[src/rtl/fetch_pkg.sv]
// Shared types and constants for the instruction-fetch stage.
package fetch_pkg;

   localparam int unsigned XLEN = 64;
   localparam int unsigned ILEN = 32;

   localparam logic [ILEN-1:0] NOP_INSTR = 32'h00000013;

   typedef enum logic [1:0] {
      S_REQ   = 2'd0,
      S_WAIT  = 2'd1,
      S_DRAIN = 2'd2,
      S_HOLD  = 2'd3
   } fetch_state_e;

endpackage

[src/rtl/fetch_hold_buffer.sv]
// One-entry pc+instr holding register for a response that arrives while IF/ID is stalled.
// Ports:
//   clk, rst_n          clock, async active-low reset
//   load                capture load_pc/load_instr, set valid
//   clear               drop the entry (wins over load)
//   load_pc, load_instr data to capture
//   valid, pc, instr    registered entry contents
module fetch_hold_buffer
   import fetch_pkg::*;
(
   input  logic            clk,
   input  logic            rst_n,
   input  logic            load,
   input  logic            clear,
   input  logic [XLEN-1:0] load_pc,
   input  logic [ILEN-1:0] load_instr,
   output logic            valid,
   output logic [XLEN-1:0] pc,
   output logic [ILEN-1:0] instr
);

   // Entry register; clear has priority so a redirect always empties it.
   always_ff @(posedge clk or negedge rst_n) begin
      if (!rst_n) begin
         valid <= 1'b0;
         pc    <= '0;
         instr <= NOP_INSTR;
      end else if (clear) begin
         valid <= 1'b0;
      end else if (load) begin
         valid <= 1'b1;
         pc    <= load_pc;
         instr <= load_instr;
      end
   end

endmodule

[src/rtl/fetch_stage.sv]
// Instruction-fetch stage: owns the PC, issues one imem request at a time over
// req/gnt/rvalid, fills the IF/ID register under hazard stalls and applies
// EX-stage redirects, discarding wrong-path responses.
// Ports:
//   clk, rst_n                          clock, async active-low reset
//   stall_i                             hold IF/ID
//   br_taken_i, br_target_i             redirect request and target
//   imem_req_o, imem_addr_o             request valid / address (PC)
//   imem_gnt_i, imem_rvalid_i,
//   imem_rdata_i                        memory handshake and response word
//   if_id_valid_o, if_id_pc_o,
//   if_id_instr_o                       IF/ID pipeline register
module fetch_stage
   import fetch_pkg::*;
#(
   parameter logic [XLEN-1:0] RESET_PC = 64'h0
) (
   input  logic            clk,
   input  logic            rst_n,
   input  logic            stall_i,
   input  logic            br_taken_i,
   input  logic [XLEN-1:0] br_target_i,
   output logic            imem_req_o,
   output logic [XLEN-1:0] imem_addr_o,
   input  logic            imem_gnt_i,
   input  logic            imem_rvalid_i,
   input  logic [ILEN-1:0] imem_rdata_i,
   output logic            if_id_valid_o,
   output logic [XLEN-1:0] if_id_pc_o,
   output logic [ILEN-1:0] if_id_instr_o
);

   fetch_state_e    state_q, state_d;
   logic [XLEN-1:0] pc_q;
   logic [XLEN-1:0] req_pc_q;
   logic [XLEN-1:0] target_aligned;

   logic            gnt;
   logic            accept;
   logic            buf_load;
   logic            buf_clear;
   logic            ifid_load_mem;
   logic            ifid_load_buf;

   logic            buf_valid;
   logic [XLEN-1:0] buf_pc;
   logic [ILEN-1:0] buf_instr;

   // A grant only counts against a request we are actually presenting.
   assign gnt            = imem_gnt_i & imem_req_o;
   assign target_aligned = {br_target_i[XLEN-1:2], 2'b00};
   assign imem_addr_o    = pc_q;

   // State register.
   always_ff @(posedge clk or negedge rst_n) begin
      if (!rst_n) begin
         state_q <= S_REQ;
      end else begin
         state_q <= state_d;
      end
   end

   // Next state and datapath controls; a redirect overrides every other event.
   always_comb begin
      state_d       = state_q;
      accept        = 1'b0;
      buf_load      = 1'b0;
      buf_clear     = 1'b0;
      ifid_load_mem = 1'b0;
      ifid_load_buf = 1'b0;
      unique case (state_q)
         S_REQ: begin
            if (br_taken_i) begin
               // A grant in the redirect cycle leaves a response in flight.
               state_d = gnt ? S_DRAIN : S_REQ;
            end else if (gnt) begin
               accept  = 1'b1;
               state_d = S_WAIT;
            end
         end
         S_WAIT: begin
            if (br_taken_i) begin
               state_d = imem_rvalid_i ? S_REQ : S_DRAIN;
            end else if (imem_rvalid_i) begin
               if (stall_i) begin
                  buf_load = 1'b1;
                  state_d  = S_HOLD;
               end else begin
                  ifid_load_mem = 1'b1;
                  state_d       = S_REQ;
               end
            end
         end
         S_DRAIN: begin
            if (imem_rvalid_i) begin
               state_d = S_REQ;
            end
         end
         S_HOLD: begin
            if (br_taken_i) begin
               buf_clear = 1'b1;
               state_d   = S_REQ;
            end else if (!stall_i) begin
               ifid_load_buf = buf_valid;
               buf_clear     = 1'b1;
               state_d       = S_REQ;
            end
         end
         default: state_d = S_REQ;
      endcase
   end

   // Request valid is registered from the next state so it stays low during reset.
   always_ff @(posedge clk or negedge rst_n) begin
      if (!rst_n) begin
         imem_req_o <= 1'b0;
      end else begin
         imem_req_o <= (state_d == S_REQ);
      end
   end

   // PC and outstanding-request address.
   always_ff @(posedge clk or negedge rst_n) begin
      if (!rst_n) begin
         pc_q     <= RESET_PC;
         req_pc_q <= '0;
      end else if (br_taken_i) begin
         pc_q <= target_aligned;
      end else if (accept) begin
         req_pc_q <= pc_q;
         pc_q     <= pc_q + XLEN'(4);
      end
   end

   // IF/ID register: redirect kills, stall holds, otherwise load or bubble.
   always_ff @(posedge clk or negedge rst_n) begin
      if (!rst_n) begin
         if_id_valid_o <= 1'b0;
         if_id_pc_o    <= '0;
         if_id_instr_o <= NOP_INSTR;
      end else if (br_taken_i) begin
         if_id_valid_o <= 1'b0;
      end else if (ifid_load_mem) begin
         if_id_valid_o <= 1'b1;
         if_id_pc_o    <= req_pc_q;
         if_id_instr_o <= imem_rdata_i;
      end else if (ifid_load_buf) begin
         if_id_valid_o <= 1'b1;
         if_id_pc_o    <= buf_pc;
         if_id_instr_o <= buf_instr;
      end else if (!stall_i) begin
         if_id_valid_o <= 1'b0;
      end
   end

   fetch_hold_buffer u_hold_buffer (
      .clk        (clk),
      .rst_n      (rst_n),
      .load       (buf_load),
      .clear      (buf_clear),
      .load_pc    (req_pc_q),
      .load_instr (imem_rdata_i),
      .valid      (buf_valid),
      .pc         (buf_pc),
      .instr      (buf_instr)
   );

endmodule

[config.mk]
export PLATFORM = sky130hd
export DESIGN_NAME = fetch_stage
export DESIGN_NICKNAME = d
export VERILOG_FILES = /design/src/rtl/fetch_pkg.sv /design/src/rtl/fetch_hold_buffer.sv /design/src/rtl/fetch_stage.sv
export SDC_FILE = /design/constraint.sdc
export NUM_CORES = 1
export LEC_CHECK = 0
export ABC_AREA = 1
export CORE_ASPECT_RATIO = 1.75
export CORE_MARGIN = 2
export CORE_UTILIZATION = 53
export DETAILED_ROUTE_END_ITERATION = 16
export HOLD_SLACK_MARGIN = 0.06
export PLACE_DENSITY = 0.9
export SLEW_MARGIN = 25
export SYNTH_ARGS = -nofsm -noshare
export SYNTH_HDL_FRONTEND = slang
export SYNTH_SLANG_ARGS = --single-unit
[constraint.sdc]
create_clock -name clk -period 2.6 [get_ports clk]
set_clock_uncertainty 0.2 [all_clocks]
set_input_delay 0.65 -clock clk [delete_from_list [all_inputs] [get_ports clk]]
set_output_delay 0.65 -clock clk [all_outputs]
set_load 0.1 [all_outputs]
# After elaboration in Yosys (flattened, before gate mapping)
# Index checks and enable logic that the tools add are counted.
totals:
  register_bits: 325
  inputBits: 102
  output_inout_bits: 162
  wordCells: 65
classes:
  n_addsub: 1
  eq_ne: 4
  n_mux: 39
  n_bitwise: 3
  reduce_logical: 8
ops:
  columns: ["operator", "n"]
  rows:
  - ["64-bit 2-to-1 mux", 4]
  - ["64-bit by 3-bit adder with 64-bit output (second input constant)", 1]
  - ["32-bit 2-to-1 mux", 2]
  - ["1-bit 2-to-1 mux", 22]
  - ["2-bit 2-to-1 mux", 10]
  - ["2-bit case mux with 4 select lines", 1]
  - ["2-bit AND reduction", 3]
  - ["2-bit nonzero test", 3]
  - ["2-bit equality test (second input constant)", 2]
  - ["2-bit logical NOT", 2]
  - ["4-bit by 1-bit inequality test with 1-bit output (second input constant)", 1]
  - ["2-bit by 1-bit equality test with 1-bit output (second input constant)", 1]
  - ["1-bit inverter", 2]
  - ["1-bit AND", 1]

# Logic depth before layout (Yosys ltp)
logic_depth:
  word_depth: 6
  depth_mapped: 10

# Cells and area by module
# From an unflattened synthesis, not the netlist that was laid out.
hier_totals:
  hier_cells: 2029
  area_unflattened_um2: 15706.3
by_module_without_submodules:
  columns: ["mod", "instances", "cells_per_inst", "area_each_um2"]
  rows:
  - ["fetch_stage", 1, 1609, 11851.4]
  - ["fetch_hold_buffer", 1, 420, 3854.9]

# Least setup slack after synthesis
# No wires, ideal clock.
synth_path:
  kind: "reg2reg"
  from: "reg pc_q[3], in the netlist imem_addr_o[3]"
  to: "reg pc_q[54], in the netlist imem_addr_o[54]"
  setup_ps: 129
  arrival_time_ps: 2259
  required_time_ps: 2271
  slack_ps: 12
  path_stages_with_launch: 9
  n_path_buf: 0
  path_cell_list: "dfrtp_1 ha_1 inv_1 nor2_1 nand2_1 nor2_2 nand2_1 o21ai_0 nand3_1"
synth_between:
  elab_chain_cells: 3
synth_rtl:
  columns: ["element", "line_no", "source"]
  rows:
  - ["start, declared", "fetch_stage.sv:34", "logic [XLEN-1:0] pc_q;"]
  - ["start signal, assigned", "fetch_stage.sv:128", "pc_q <= target_aligned;"]
  - ["start signal, assigned", "fetch_stage.sv:131", "pc_q <= pc_q + XLEN'(4);"]
  - ["64-bit by 3-bit adder with 64-bit output", "fetch_stage.sv:131", null]
  - ["64-bit 2-to-1 mux", "fetch_stage.sv:129", "end else if (accept) begin"]
  - ["64-bit 2-to-1 mux", "fetch_stage.sv:127", "end else if (br_taken_i) begin"]
# Every way passes these cells. The select of a mux whose other input is x is not followed.
# A chain may end at the register's enable or synchronous reset.

# Worst setup path in the final report
layout_path:
  from: "reg pc_q[38], in the netlist imem_addr_o[38]"
  to: "out imem_addr_o[38]"
layout_rtl:
  columns: ["element", "line_no", "source"]
  rows:
  - ["end, declared", "fetch_stage.sv:24", "output logic [XLEN-1:0] imem_addr_o,"]
# No word-level cell between the ends.

==> out/qor.yml <==
status: "finished, final reports clean"
synth.area.top_cells: "dfrtp_1 (52%), nand2_1 (12%), o21ai_0 (8.4%), nor2_1 (7.1%), inv_1 (5.0%)"
core_um2: 27870
rr_endpoint: "imem_addr_o[42]$_DFFE_PN0P_"
endpoint_kind: "output pin"
start_util: 0.5354
cp_top_family: "flip-flops"
syn_area_um2: 14920
total_power_mw: 23.11
fillers: 2181
clockBufferDepth: 3
setup-tns-final_ns: 0
drt_first_iter_violations: 1046
layout.nets: 2287
ys_seq_area_frac: 0.5321
rows: 81
drcViolationCount: 0
overflow: 0
antenna_found_initial: 1
critPathArrivalTime_ns: 1.44
max_freq_ghz: 0.4358
final_util: 0.6768
die_w_um: 130.8
crit_path_start: "imem_addr_o[38]$_DFFE_PN0P_"
cts-root-buf: "clkbuf_16"
maxSlewViolCount: 0
cts_tree: "yes"
syn_to_final_growth_pct: 26.40
synth_ff_type: "dfrtp_1"
start_kind: "flip-flop"
crit_fanout: 6
clock_sinks: 317
dp_hpwl_um: 35020
hp-start: "u_hold_buffer.pc[33]$_DFFE_PN0P_"
synth_edf_count: 0
cp.required_ns: 1.75
grt_max_degree: 73
yosys.cell_count.top_type: "nand2_1"
async_flop_share: 1.000
final-seq-area_um2: 7940
portBuffers: 257
crit_path_cell_trace: "buf_4"
drive_gt1_frac: 0.1287
tightest_slew_ns: 0.6769
setup_viol: 0
cp.depth: 1
rsz0062_at_grt: "false"
fin_crit_ns: 2.295
cts-resized-gates: 0
yosys.area.top_type: "dfrtp_1"
min_path_cells: 2
hp-class: "reg -> reg"
cts_made_buffers: 29
antenna_cells: 0
period_share: 0.8826
hold_end: "u_hold_buffer.pc[33]$_DFFE_PN0P_"
r2r-start: "imem_addr_o[3]$_DFFE_PN0P_"
drt_pass1_iterations: 5
ant_nets: 0
power_density_nw_per_um2: 1225
crit_type: "reg -> out"
die_area_um2: 29570
stdcell_area_um2: 18860
hold_violations: 0
yosysWarnings: 0
cts_htree_levels: 1
synthTopCellsByCount: "nand2_1 (489), dfrtp_1 (311), nor2_1 (282)"
r2r_slack_ns: 0.31
place_area_um2: 17820
synth-seq-cells: 317
wl_per_cell_um: 18.26
postCtsSetupRepairBufs: 0
peakVddDrop_mv: 0.7643
num_vias: 14041
wl_um: 47110
gp_congestion: 0.9615
clock_latency_ns: 0.57
crit_slowest_cell: "dfrtp_1"
multi_input_area_um2: 5844
fp.dieH_um: 226.0
total_leakage_power_nw: 9.306
maxCapViolCount: 0
grt_pass1_vias: 13863
grtUsageTotal: 0.3204
grt_pass1_wl_um: 72760
ys_types: 31
crit_buf_inv: 1
design.portCount: 264
synthCells: 1928
yosys.area.top_type_share: 0.5215
clk_pin_slew_worst_paths_ns: 0.07
r2r_cells: 10
avgSynthCellArea_um2: 7.740
max_slew_margin: 0.5482
cpPeakStageDelay_ns: 0.51
vias_per_cell: 5.442
-- routing by layer --
layer | up-vias | share of wire | global-route usage
met3 | 149 | 0.055 | 0.03885
met5 | - | 0.00028 | 0
met2 | 558 | 0.51 | 0.5565
met4 | 2 | 0.075 | 0.2069
met1 | 6658 | 0.36 | 0.3671
li1 | 6674 | - | -
-- flip-flops by register name (all words and copies together), names as in the netlist --
signal and cells:
if_id_pc_o 62, imem_addr_o 62, req_pc_q 62, u_hold_buffer.pc 62, if_id_instr_o 32, u_hold_buffer.instr 32, state_q 2, if_id_valid_o 1
imem_req_o 1, u_hold_buffer.valid 1
-- cell type report --
cell class | count | area share
clock inverter | 16 | 0.01141
clock buffer | 38 | 0.04345
tap | 373 | 0.02474
timing repair buffer | 319 | 0.1502
multi-input combinational | 1319 | 0.3099
inverter | 198 | 0.03940
sequential | 317 | 0.4210
-- cells in the final DEF (no fill, tap or decap), types with 2 or more instances in the layout --
cell type        netlist  layout
a21oi_1              142     142
buf_12                 0      15
buf_4                  6     204
bufinv_16              0       4
clkbuf_1              63       3
clkbuf_16              0      29
clkbuf_8               0       6
clkdlybuf4s50_1        0      97
clkinv_2               0       6
conb_1                 1       4
dfrtp_1              311     311
dfstp_2                6       6
inv_1                198     198
inv_6                  0       2
nand2_1              489     489
nand3_1               67      66
nand3_4                0       2
nand3b_1              24      24
nand4_1               17      17
nor2_1               282     282
nor2_2                 2       2
o211ai_1              10      10
o21a_1                 5       5
o21ai_0              250     250
o21ai_1               10      10
o21bai_1               2       2
o221ai_1               3       3
xor2_1                 4       4
-- worst max-delay path by stage --
stage	endpoint	slack (ns)
global route	imem_addr_o[42]$_DFFE_PN0P_	0.18
CTS	imem_addr_o[38]	0.30
global placement	imem_addr_o[18]$_DFFE_PN0P_	0.12
floorplan	imem_addr_o[54]$_DFFE_PN0P_	0.01
detailed placement	imem_addr_o[22]$_DFFE_PN0P_	0.05
finish	imem_addr_o[38]	0.31
-- repair_timing --
item                                    in CTS  in global routing
hold buffers                                 1                  0
hold endpoints to repair                    41                  0
endpoints found under the setup margin       0                  0
-- where the power goes --
group          internal [mW]  switching, mW
sequential              6.80           1.29
combinational           2.38           8.03
clock                   2.65           1.96
total                   11.8           11.3
-- metrics by stage --
stage	instances	setup slack, ns	hold WS [ns]
2_1_floorplan	1931	0.01202	0.1544
3_3_place_gp	2525	0.1185	0.2662
3_5_place_dp	2525	0.05176	0.2733
4_1_cts	2580	0.2999	0.2895
5_1_grt	2580	0.1830	0.3089
6_report	2580	0.3052	0.2884
-- logic make-up after synthesis --
group	synth area share
simple gates	0.2386
compound gates	0.1466
flops	0.5321
buf+inv	0.07865
xor+xnor	0.002935
fa+ha+maj	0.0008384
other cells	0.0002513
Power figures use the tool's default switching activity.
